`src/rtl/hamming_tx_sequencer.sv`:
```
// hamming_tx_sequencer: serial nibble in, 7,4 Hamming encode, FIFO queue, serial codeword out with handshakes
module hamming_tx_sequencer #(
    parameter int FIFO_DEPTH = 2,
    parameter int CNT_WIDTH  = 16
) (
    input  logic                        clk,
    input  logic                        reset,
    input  logic                        s_in,
    input  logic                        in_valid,
    output logic                        in_ready,
    output logic                        s_out,
    output logic                        out_valid,
    input  logic                        out_ready,
    output logic                        out_first,
    output logic                        out_last,
    output logic [$clog2(FIFO_DEPTH):0] fifo_level,
    output logic [CNT_WIDTH-1:0]        cw_count,
    output logic                        busy
);
    localparam int AW = $clog2(FIFO_DEPTH);
    typedef enum logic {IDLE, SHIFT} state_t;
    state_t             state_q;
    logic [1:0]         in_cnt_q;
    logic [2:0]         nib_q;
    logic [6:0]         fifo_q [FIFO_DEPTH];
    logic [AW-1:0]      wr_q, rd_q;
    logic [AW:0]        level_q;
    logic [6:0]         sh_q;
    logic [2:0]         out_cnt_q;
    logic [CNT_WIDTH-1:0] cnt_q;
    logic [3:0]         d;
    logic [6:0]         cw, head;
    logic               full, xfer, last_xfer, push, pop;
    always_comb begin
        d         = {nib_q, s_in};
        cw        = {d[3], d[2], d[1], d[1]^d[2]^d[3], d[0], d[0]^d[2]^d[3], d[0]^d[1]^d[3]};
        full      = level_q == (AW+1)'(FIFO_DEPTH);
        xfer      = state_q == SHIFT && out_ready;
        last_xfer = xfer && out_cnt_q == 3'd6;
        // when full, the only possible pop is the reload on the last bit transfer
        in_ready  = !(in_cnt_q == 2'd3 && full && !last_xfer);
        push      = in_valid && in_ready && in_cnt_q == 2'd3;
        // reload after a codeword may take the codeword pushed on the same edge
        pop       = state_q == IDLE ? level_q != '0 : last_xfer && (level_q != '0 || push);
        head      = level_q == '0 ? cw : fifo_q[rd_q];
        out_valid = state_q == SHIFT;
        s_out     = sh_q[6];
        out_first = out_valid && out_cnt_q == 3'd0;
        out_last  = out_valid && out_cnt_q == 3'd6;
        fifo_level = level_q;
        cw_count  = cnt_q;
        busy      = in_cnt_q != 2'd0 || level_q != '0 || state_q == SHIFT;
    end
    always_ff @(posedge clk) begin
        if (reset) begin
            state_q   <= IDLE;
            in_cnt_q  <= '0;
            nib_q     <= '0;
            wr_q      <= '0;
            rd_q      <= '0;
            level_q   <= '0;
            sh_q      <= '0;
            out_cnt_q <= '0;
            cnt_q     <= '0;
        end else begin
            if (in_valid && in_ready) begin
                in_cnt_q <= in_cnt_q + 2'd1;
                nib_q    <= {nib_q[1:0], s_in};
            end
            if (push) begin
                fifo_q[wr_q] <= cw;
                wr_q         <= wr_q + 1'b1;
            end
            if (pop) rd_q <= rd_q + 1'b1;
            level_q <= level_q + (AW+1)'(push) - (AW+1)'(pop);
            if (pop) begin
                sh_q      <= head;
                out_cnt_q <= '0;
                state_q   <= SHIFT;
            end else if (xfer) begin
                sh_q      <= sh_q << 1;
                out_cnt_q <= out_cnt_q + 3'd1;
                if (out_cnt_q == 3'd6) state_q <= IDLE;
            end
            if (last_xfer) cnt_q <= cnt_q + 1'b1;
        end
    end
endmodule

```
`config.mk`:
```
export PLATFORM = sky130hd
export DESIGN_NAME = hamming_tx_sequencer
export DESIGN_NICKNAME = d
export VERILOG_FILES = /design/src/rtl/hamming_tx_sequencer.sv
export SDC_FILE = /design/constraint.sdc
export NUM_CORES = 1
export LEC_CHECK = 0
export CORE_MARGIN = 3
export CORE_UTILIZATION = 59
export CTS_BUF_LIST = sky130_fd_sc_hd__clkbuf_16
export DETAILED_ROUTE_END_ITERATION = 10
export GPL_TIMING_DRIVEN = 1
export PLACE_DENSITY = 0.9
export SKIP_LAST_GASP = 1
export SLEW_MARGIN = 20
export SYNTH_ARGS = -nofsm -noshare
export SYNTH_HDL_FRONTEND = slang
export SYNTH_SLANG_ARGS = --single-unit
```
`constraint.sdc`:
```
create_clock -name clk -period 5.75 [get_ports clk]
set_input_delay 0.575 -clock clk [delete_from_list [all_inputs] [get_ports clk]]
set_output_delay 0.575 -clock clk [all_outputs]
set_load 0.03 [all_outputs]
```
Word level (Yosys, flattened, before mapping)
Memory sizes are Yosys's and may differ from the RTL's. A register that Yosys moved wholly into a read port is not among the register bits.
Cells that the tools add are included.
{ "word_totals": {"reg_bits": 36, "mem_bits_rw": 14, "inputBits": 5, "output_inout_bits": 24, "word_cells": 60, "mem_count": 1} }
{ "op_classes": {"n_addsub": 7, "eq_ne": 3, "muxes": 12, "bitwise": 6, "reduce_logical": 22} }
{ "mem_list": {"columns": ["memory", "depth", "word_bits", "read_ports", "rd_ports_with_merged_regs", "write_ports", "line", "text"], "rows": [
  ["fifo_q", 2, 7, 1, 1, 1, "25", "logic [6:0] fifo_q [FIFO_DEPTH];"]
]} }
{ "ops": {"columns": ["operator", "count"], "rows": [
  ["$mux W7", 3],
  ["$add A16 B1 Y16 const B", 1],
  ["$logic_and A1 B1 Y1", 9],
  ["$mux W1", 9],
  ["$reduce_bool A2 Y1", 4],
  ["$xor A1 B1 Y1", 6],
  ["$eq A2 B2 Y1 const B", 2],
  ["$add A3 B1 Y3 const B", 1],
  ["$eq A3 B3 Y1 const B", 1],
  ["$logic_not A3 Y1", 1],
  ["$logic_or A1 B1 Y1", 3],
  ["$add A1 B1 Y1 const B", 2],
  ["$add A2 B1 Y2", 1],
  ["$add A2 B1 Y2 const B", 1],
  ["$logic_not A1 Y1", 2],
  ["$logic_not A2 Y1", 1],
  ["$reduce_and A2 Y1", 1],
  ["$reduce_or A2 Y1", 1],
  ["$sub A2 B1 Y2", 1]
]} }

Depth between registers and ports, before layout
Gate-level depths: netlist of run 1.
{ "logic_depth": {"depth_word": 12, "ltp_mapped": 12, "mapped_depth_nobuf": 11} }

Least setup slack after synthesis of run 1
Ideal clock, no wire load.
{ "synth_path": {"kind": "input port to flip-flop", "start": "input out_ready", "end": "register level_q[1], in the netlist fifo_level[1]", "setup_ns": 0.128, "arrival_time_ns": 2.089, "required_time_ns": 5.622, "setup_slack_ns": 3.533, "cell_stages": 11, "n_path_buf": 2, "path_cell_list": "buf_6 -> nand4_2 -> buf_6 -> a22o_4 -> inv_2 -> ha_1 -> inv_1 -> ha_1 -> xnor2_1 -> xnor2_1 -> nor2_1"} }
{ "synth_via": {"elab_chain_cells": 11, "elab_cells_between_ends": 12, "classes_between": "add/sub (2); mux (1); reduce/logical (9)"} }
{ "synth_rtl": {"columns": ["item", "line", "text"], "rows": [
  ["from (decl)", "13", "input logic out_ready,"],
  ["$logic_and A1 B1 Y1 (*)", "38", "xfer = state_q == SHIFT && out_ready;"],
  ["$logic_and A1 B1 Y1 (*)", "39", "last_xfer = xfer && out_cnt_q == 3'd6;"],
  ["$logic_not A1 Y1", "41", "in_ready = !(in_cnt_q == 2'd3 && full && !last_xfer);"],
  ["$logic_and A1 B1 Y1", "41", null],
  ["$logic_not A1 Y1", "41", null],
  ["$logic_and A1 B1 Y1 (2 in series)", "42", "push = in_valid && in_ready && in_cnt_q == 2'd3;"],
  ["$logic_or A1 B1 Y1", "44", "pop = state_q == IDLE ? level_q != '0 : last_xfer && (level_q != '0 || push);"],
  ["$logic_and A1 B1 Y1 (*)", "44", null],
  ["$mux W1 (*)", "44", null],
  ["net pop", "33", "logic full, xfer, last_xfer, push, pop;"],
  ["$sub A2 B1 Y2 (*)", "75", "level_q <= level_q + (AW+1)'(push) - (AW+1)'(pop);"],
  ["to (signal assigned)", "75", null],
  ["to (decl)", "27", "logic [AW:0] level_q;"]
]} }
Mark *: on every way through the listed nets, which the timed path passes. The rest lies on a longest branch.
A chain may end at the register's enable or synchronous reset.

Worst setup path after layout of run 1
{ "layout_path": {"start": "input out_ready", "end": "output in_ready"} }
{ "layout_via": {"elab_chain_cells": 5} }
{ "layout_rtl": {"columns": ["item", "line", "text"], "rows": [
  ["$logic_and A1 B1 Y1", "38", null],
  ["$logic_and A1 B1 Y1", "39", null],
  ["$logic_not A1 Y1", "41", null],
  ["$logic_and A1 B1 Y1", "41", null],
  ["$logic_not A1 Y1", "41", null],
  ["to (decl)", "10", "output logic in_ready,"]
]} }
Every way passes these cells.

==> results.cfg, run 1 <==
[yosys]
post-synth-top-count-cell = dfxtp_1
syn_inst = 232
synthAdderAreaFrac_pct = 4.124
avgSynthCellArea_sq_um = 10.46
synth_area_leaders = dfxtp_1, edfxtp_1, xnor2_1, mux2i_1, ha_1
ys_types = 43
synth_top_family_by_area = simple AND/OR/NAND/NOR gates
yosysWarnings = 0
synthTopCellsByCount = dfxtp_1, nor2_1, nand2_1
synthMuxAreaShare_pct = 6.340
dominantRegCellSynth = dfxtp_1
synth_area_sq_um = 2427
yosysTopAreaCell = dfxtp_1
ys_seq_area_share_pct = 47.84
synth-simple-area-share_pct = 19.64
synth-seq-cells = 51
synth_edf_count = 14
synth-async-reset-ratio_pct = 0
yosysTopAreaCellShare_pct = 30.52
syn_nets = 245
synth_xor_area_share_pct = 7.577
synth-compound-area-share_pct = 10.05

[clock_tree]
numClockSinks = 51
ctsLongestPathBuffers = 2
root_buffer = clkbuf_16
cts_tree = done
h-tree-depth = 2
ctsHoldBuffers = 0
clkLatencyLatePin_ns = 0.29
post_cts.repair.setup_buffers = 0
cts_resized = 0
clk_pin_slew_ns = 0.06
cts_made_buffers = 5

[detailed_routing]
viasPerCell = 5.794
routed_wl_um = 4700
drtIter0Drc = 103
detail-route-antenna-nets = 0
drc = 0
drt-pass1-iter-count = 4
vias = 1773
wl_per_cell_um = 15.36

[finish]
nNetsFinal = 270
final_util_pct = 75.69
final_cell_area_sq_um = 2875
nFillCells = 264
antenna_cells = 0
synthToLayoutAreaGrowth_pct = 18.45
drive_gt1_share_pct = 10.08

[global_route]
antenna_found_initial = 0
grt_pass1_wl_um = 7831
grt.overflow.total = 0
grtUsageTotal_pct = 19.88
grt_max_degree = 41
grt_pass1_vias = 1617

[timing]
tightest_slew_ns = 0.9249
setup-tns-final_ns = 0
slew_violations = 0
setup_viol = 0
timing.fmax_ghz = 0.3158
finalCritPeriodShare_pct = 55.07
hold_viol = 0
rsz0062_at_grt = false
finClkSkew_ns = 0.007595
period_needed_ns = 3.166
max-slew-margin-rel_pct = 37.87
setup_slack_ns = 2.584

[critical_path]
critPathRequiredTime_ns = 5.18
regToRegSetupSlack_ns = 3.19
critPathKind = in -> out
crit_end = in_ready
timing.rr.start = out_valid
start_kind = primary input
worstPathMaxFanout = 9
rr_worst_depth = 9
arrival_ns = 2.59
r2r-end = fifo_level[1]
crit_path_start = out_ready
end_kind = primary output

[die]
ios = 29
core_sq_um = 3799
die_y_um = 70.14
start_util_pct = 63.90
dieArea_sq_um = 4920
row_count = 22
die_x_um = 70.14

[power]
power_frac_comb_pct = 25.6
total_power_mw = 1.054
leakage_nw = 1.027
p_int_mw = 0.7281
p_per_area_nw_per_um2 = 366.7
vdd_drop_max_mv = 0.2206
p_switching_mw = 0.3262
clock_power_share_pct = 31.4
switching_share_pct = 30.94
pwr-share-seq_pct = 43.0

[place]
gp_congestion = 0.7691
placed_cell_area_sq_um = 2701
port_buffers = 28
dp_slack_ns = 2.584
place_hpwl_um = 3200

[outcome]
status = finished, final reports clean

[min_path]
hp-class = reg -> reg

[flow_run]
max_cap_violations = 0
==> registers in the layout (all words and copies together) (netlist names), named ones only <==
name        cells
fifo_q         14
sh_q            7
nib_q           3
out_valid       1
wr_q            1
out_cnt_q       3
cw_count       16
rd_q            1
in_cnt_q        2
fifo_level      2
==> kinds of logic (layout without fill, tap and decap cells) <==
logic type      count (synthesis)  after routing
flops                          51             51
fa+ha+maj                       8              8
compound gates                 29             29
xor+xnor                       21             21
simple gates                   88             88
mux                            15             15
buf+inv                        20             46
==> power groups by stage <==
stage | Sequential [mW] | Combinational [mW] | Clock (mW)
CTS | 0.453 | 0.269 | 0.335
global placement | 0.459 | 0.254 | 0
detailed placement | 0.461 | 0.262 | 0
floorplan | 0.462 | 0.194 | 0
global route | 0.461 | 0.292 | 0.350
finish | 0.454 | 0.269 | 0.331
==> cell type report <==
type / instances / area (sq um) / share of cell area [%]
multi-input combinational: 161 / 1164 / 40.47
sequential: 51 / 1161 / 40.38
timing repair buffer: 29 / 287.8 / 10.01
clock buffer: 5 / 125.1 / 4.352
tap: 48 / 60.06 / 2.089
clock inverter: 3 / 43.79 / 1.523
inverter: 9 / 33.78 / 1.175
==> worst min-delay path by stage <==
stage                     startpoint      end  slack [ns]  cells after the start
after floorplan              sh_q[0]  sh_q[0]        0.45                      2
after global placement       sh_q[0]  sh_q[0]        0.46                      2
after detailed placement     sh_q[0]  sh_q[0]        0.48                      2
after CTS                    sh_q[0]  sh_q[0]        0.49                      2
after global routing         sh_q[0]  sh_q[0]        0.51                      2
final                        sh_q[0]  sh_q[0]        0.48                      2
==> placed cells by master (no fill, tap or decap), types with 2 or more instances in the layout <==
cell              n
a211oi_1          4
nand3b_1          3
and4_1            2
xnor2_1          17
nor3_1            7
edfxtp_1         14
nor2_1           26
nor4_4            2
and3_1            2
ha_1              8
nand4_1           4
or3_1             2
inv_1             8
a21bo_2           2
nand3_1          12
a21oi_1          10
o211ai_1          3
xor2_1            4
clkdlybuf4s50_1  28
mux2_2            3
mux2i_1          12
nor2b_1           2
a311oi_1          4
nand2_1          19
clkbuf_16         5
dfxtp_1          37
==> worst max-delay path, stage by stage <==
cell and delay, ns:
clkdlybuf4s50_1 0.65, and4_1 0.52, or3_1 0.18, clkdlybuf4s50_1 0.66
==> per-stage QoR <==
| step | hold WS, ns | instances |
|---|---|---|
| after floorplan | 0.4454 | 232 |
| after global placement | 0.4599 | 298 |
| after detailed placement | 0.4765 | 298 |
| after CTS | 0.4866 | 306 |
| after global routing | 0.5141 | 306 |
| final | 0.4843 | 306 |
==> layer usage <==
layer	track usage (%)	vias to the layer above	part of all wire [%]
met2	30.75	48	47
met4	6.809	0	1.7
met1	26.53	842	47
met5	0	-	0
met3	5.899	10	4.5
li1	-	873	-
(Power assumes the default switching activity.)
==> inputs of run 2 (changes only) <==
- CORE_UTILIZATION: 59 -> 55
- PLACE_DENSITY: 0.9 -> 0.85
- clock period: 5.75 -> 3.17 ns (I/O delays scaled with it)
==> results.cfg, run 2 (synthesis results as in run 1) <==
[outcome]
status = finished, final reports clean

[die]
row_count = 23
ios = 29
core_sq_um = 4115
die_y_um = 72.43
dieArea_sq_um = 5246
die_x_um = 72.43
start_util_pct = 58.98

[global_route]
antenna_found_initial = 0
grt.overflow.total = 0
grt_pass1_vias = 1765
grtUsageTotal_pct = 20.56
grt_pass1_wl_um = 8321
grt_max_degree = 33

[flow_run]
max_cap_violations = 0

[timing]
tightest_slew_ns = 0.5128
setup-tns-final_ns = 0
timing.hold.ws_ns = 0.4901
max-slew-margin-rel_pct = 65.81
timing.fmax_ghz = 0.3807
finalCritPeriodShare_pct = 82.86
rsz0062_at_grt = false
finClkSkew_ns = 0.008776
hold_viol = 0
setup_slack_ns = 0.5433
setup_viol = 0
slew_violations = 0
period_needed_ns = 2.627

[finish]
largest_reg_flops = 16
antenna_cells = 0
final_cell_mix = dfxtp_1, clkdlybuf4s50_1, nor2_1, nand2_1, xnor2_1
nNetsFinal = 275
synthToLayoutAreaGrowth_pct = 19.43
drive_gt1_share_pct = 10.65
final_common_cell = dfxtp_1

[detailed_routing]
routed_wl_um = 4922
drtIter0Drc = 87
detail-route-antenna-nets = 0
vias = 1798
viasPerCell = 5.744
drt-pass1-iter-count = 4
wl_per_cell_um = 15.73
drc = 0

[clock_tree]
clk_pin_slew_ns = 0.07
h-tree-depth = 2
ctsHoldBuffers = 0
cts_resized = 0
cts_tree = done
numClockSinks = 51
root_buffer = clkbuf_16
cts_made_buffers = 5
post_cts.repair.setup_buffers = 0
ctsLongestPathBuffers = 2
clkLatencyLatePin_ns = 0.29

[critical_path]
crit_path_start = out_cnt_q[0]
critPathRequiredTime_ns = 2.85
r2r-end = fifo_level[1]
end_kind = primary output
worstPathMaxFanout = 9
regToRegSetupSlack_ns = 0.77
critPathKind = reg -> out
arrival_ns = 2.31
crit_end = in_ready
path_cells = inv_1, ha_1, and4_1, or3_1, clkdlybuf4s50_1
start_kind = flop
rr_worst_depth = 10
crit_slowest_cell = clkdlybuf4s50_1
slowest_delay_ns = 0.60
timing.rr.start = out_cnt_q[0]

[place]
dp_slack_ns = 0.6217
gp_congestion = 0.7410
place_hpwl_um = 3454
port_buffers = 28

[min_path]
hp-class = reg -> reg

[power]
p_per_area_nw_per_um2 = 645.8
vdd_drop_max_mv = 0.4042
leakage_nw = 1.053
[run 2: cell count changes in the layout (fill, tap and decap cells not counted), sizes merged]
cell,before,now
bufinv,1,0
inv,9,11
clkbuf,5,6
clkinv,2,0
buf,1,6
[run 2: critical path: cells and delay by family, from the launching register on]
kind | cells | cell delay [ns]
flip-flops | 1 | 0.33
buffers and inverters | 2 | 0.68
adder cells (fa/ha/maj) | 1 | 0.23
AND/OR/NAND/NOR | 2 | 0.78
[run 2: cell type report]
cell class	count	area, sq um
clock buffers	6	150.1
clock inverters	2	7.507
fillers	295	1216
inverters	9	33.78
multi-input cells	161	1159
flip-flops and latches	51	1161
well taps	50	62.56
repair buffers	34	325.3
[run 2: through the flow]
step / instances / area [sq um] / power [mW] / util (%)
CTS: 313 / 2899 / 1.883 / 70.45
finish: 313 / 2899 / 1.872 / 70.45
global route: 313 / 2899 / 1.974 / 70.45
floorplan: 232 / 2427 / 1.191 / -
detailed placement: 305 / 2741 / 1.326 / 66.62
global placement: 305 / 2741 / 1.309 / 66.62
[run 2: worst min path at each step]
| stage | end | depth (start not counted) | start |
|---|---|---|---|
| 2_1_floorplan | fifo_q[0][2] | 0 | s_in |
| 3_3_place_gp | sh_q[0] | 2 | sh_q[0] |
| 3_5_place_dp | sh_q[0] | 2 | sh_q[0] |
| 4_1_cts | sh_q[0] | 2 | sh_q[0] |
| 5_1_grt | sh_q[0] | 2 | sh_q[0] |
| 6_report | sh_q[0] | 2 | sh_q[0] |
[run 2: metal layers]
layer	part of all wire, %	global-route usage [%]
met5	0	0
met1	45	27.54
met3	5.0	5.125
met2	49	32.15
met4	1.7	7.787
[run 2: report_power, final]
| group | switching [mW] | total [mW] | internal, mW |
|---|---|---|---|
| clock | 0.218 | 0.553 | 0.335 |
| combinational | 0.301 | 0.517 | 0.215 |
| sequential | 0.0610 | 0.803 | 0.742 |
==> inputs of run 3 (changes only) <==
- clock period: 3.17 -> 2.65 ns (I/O delays scaled with it)
==> results.cfg, run 3 (synthesis results as in run 1) <==
[outcome]
status = finished, final reports clean

[timing]
rsz0062_at_grt = false
slew_violations = 0
period_needed_ns = 2.468
hold_viol = 0
setup_viol = 0
finClkSkew_ns = 0.006471
tightest_slew_ns = 0.4354
setup-tns-final_ns = 0
max-slew-margin-rel_pct = 70.93
finalCritPeriodShare_pct = 93.11
timing.fmax_ghz = 0.4053

[place]
dp.cells = 306
port_buffers = 28
gp_congestion = 0.7775
place_hpwl_um = 3312

[finish]
antenna_cells = 0
drive_gt1_share_pct = 11.36
final_common_cell = dfxtp_1
instances_no_fill = 314
synthToLayoutAreaGrowth_pct = 20.00
final_util_pct = 70.78
final_cell_mix = dfxtp_1, clkdlybuf4s50_1, nor2_1, nand2_1, xnor2_1
nNetsFinal = 276
largest_reg_flops = 16

[power]
p_per_area_nw_per_um2 = 783.9
vdd_drop_max_mv = 0.4537
p_switching_mw = 0.6986
leakage_nw = 1.055
power_frac_comb_pct = 26.4
p_int_mw = 1.585
total_power_mw = 2.283
switching_share_pct = 30.59
pwr-share-seq_pct = 42.8
clock_power_share_pct = 30.8

[clock_tree]
cts_made_buffers = 5
cts_tree = done
root_buffer = clkbuf_16
post_cts.repair.setup_buffers = 0
h-tree-depth = 2
clkLatencyLatePin_ns = 0.29
ctsLongestPathBuffers = 2
ctsHoldBuffers = 0
numClockSinks = 51
cts_resized = 0
clk_pin_slew_ns = 0.06

[critical_path]
timing.rr.start = out_cnt_q[0]
crit_slowest_cell = clkdlybuf4s50_1
critPathRequiredTime_ns = 2.38
r2r-end = fifo_level[1]
rr_worst_depth = 10
critPathKind = reg -> out
path_buf_inv = 2
regToRegSetupSlack_ns = 0.40
path_cells = inv_1, ha_1, and4_1, or3_1, clkdlybuf4s50_1
arrival_ns = 2.20
critical_path.top_delay_family = buffers and inverters
start_kind = flop
slowest_delay_ns = 0.60
end_kind = primary output
worstPathMaxFanout = 4
worst-path-stages = 5

[detailed_routing]
viasPerCell = 5.573
routed_wl_um = 4592
drtIter0Drc = 83
wl_per_cell_um = 14.62
drt-pass1-iter-count = 4
drc = 0
detail-route-antenna-nets = 0
vias = 1750

[global_route]
antenna_found_initial = 0
grtUsageTotal_pct = 20.06
grt.overflow.total = 0
grt_max_degree = 37
grt_pass1_wl_um = 8017
grt_pass1_vias = 1716

[die]
row_count = 23
dieArea_sq_um = 5246
start_util_pct = 58.98
die_x_um = 72.43
ios = 29
core_sq_um = 4115
die_y_um = 72.43

[min_path]
min-delay-start = sh_q[0]
hold_path_depth = 2
hp-class = reg -> reg
min_to = sh_q[0]

[flow_run]
max_cap_violations = 0
run 3: worst max-delay path by stage:
stage	from	to
6_report	out_cnt_q[0]	in_ready
5_1_grt	out_cnt_q[0]	in_ready
4_1_cts	out_cnt_q[0]	in_ready
3_5_place_dp	in_valid	fifo_level[1]
3_3_place_gp	in_valid	fifo_level[1]
2_1_floorplan	out_valid	fifo_level[1]
run 3: worst register-to-register path, delay by kind of cell, from the launching register on:
kind,cells,cell delay [ns]
AOI/OAI and AO/OA,1,0.31
xor gates and xnor gates,2,0.29
adders and majority gates,3,0.70
buffers and inverters,2,0.14
DFF,1,0.33
and+or+nand+nor,2,0.36
run 3: metal layers:
layer	up-vias	GRT usage, %	share of wire [%]
met1	822	25.44	44
met3	7	5.817	5.0
met2	40	32.36	49
met4	0	7.787	1.7
met5	-	0	0
li1	881	-	-
run 3: power groups by stage:
stage	combinational, mW	sequential [mW]	clock (mW)
5_1_grt	0.668	0.994	0.746
3_3_place_gp	0.577	0.991	0
2_1_floorplan	0.421	1.00	0
4_1_cts	0.605	0.981	0.715
3_5_place_dp	0.597	0.995	0
6_report	0.602	0.978	0.703
run 3: area by class of cell:
cell class,instances,area [sq um]
multi-input cells,161,1159
repair buffers,35,332.8
fillers,312,1202
clock buffers,5,125.1
well taps,50,62.56
clock inverters,3,38.79
flip-flops and latches,51,1161
inverters,9,33.78
run 3: per-stage QoR:
step | instance area (sq um) | setup slack (ns) | hold WS, ns
6_report | 2913 | 0.1825 | 0.4681
4_1_cts | 2913 | 0.1696 | 0.4699
5_1_grt | 2913 | 0.09597 | 0.4998
2_1_floorplan | 2427 | 0.4754 | 0.3639
3_5_place_dp | 2749 | 0.2120 | 0.4612
3_3_place_gp | 2749 | 0.2982 | 0.4594
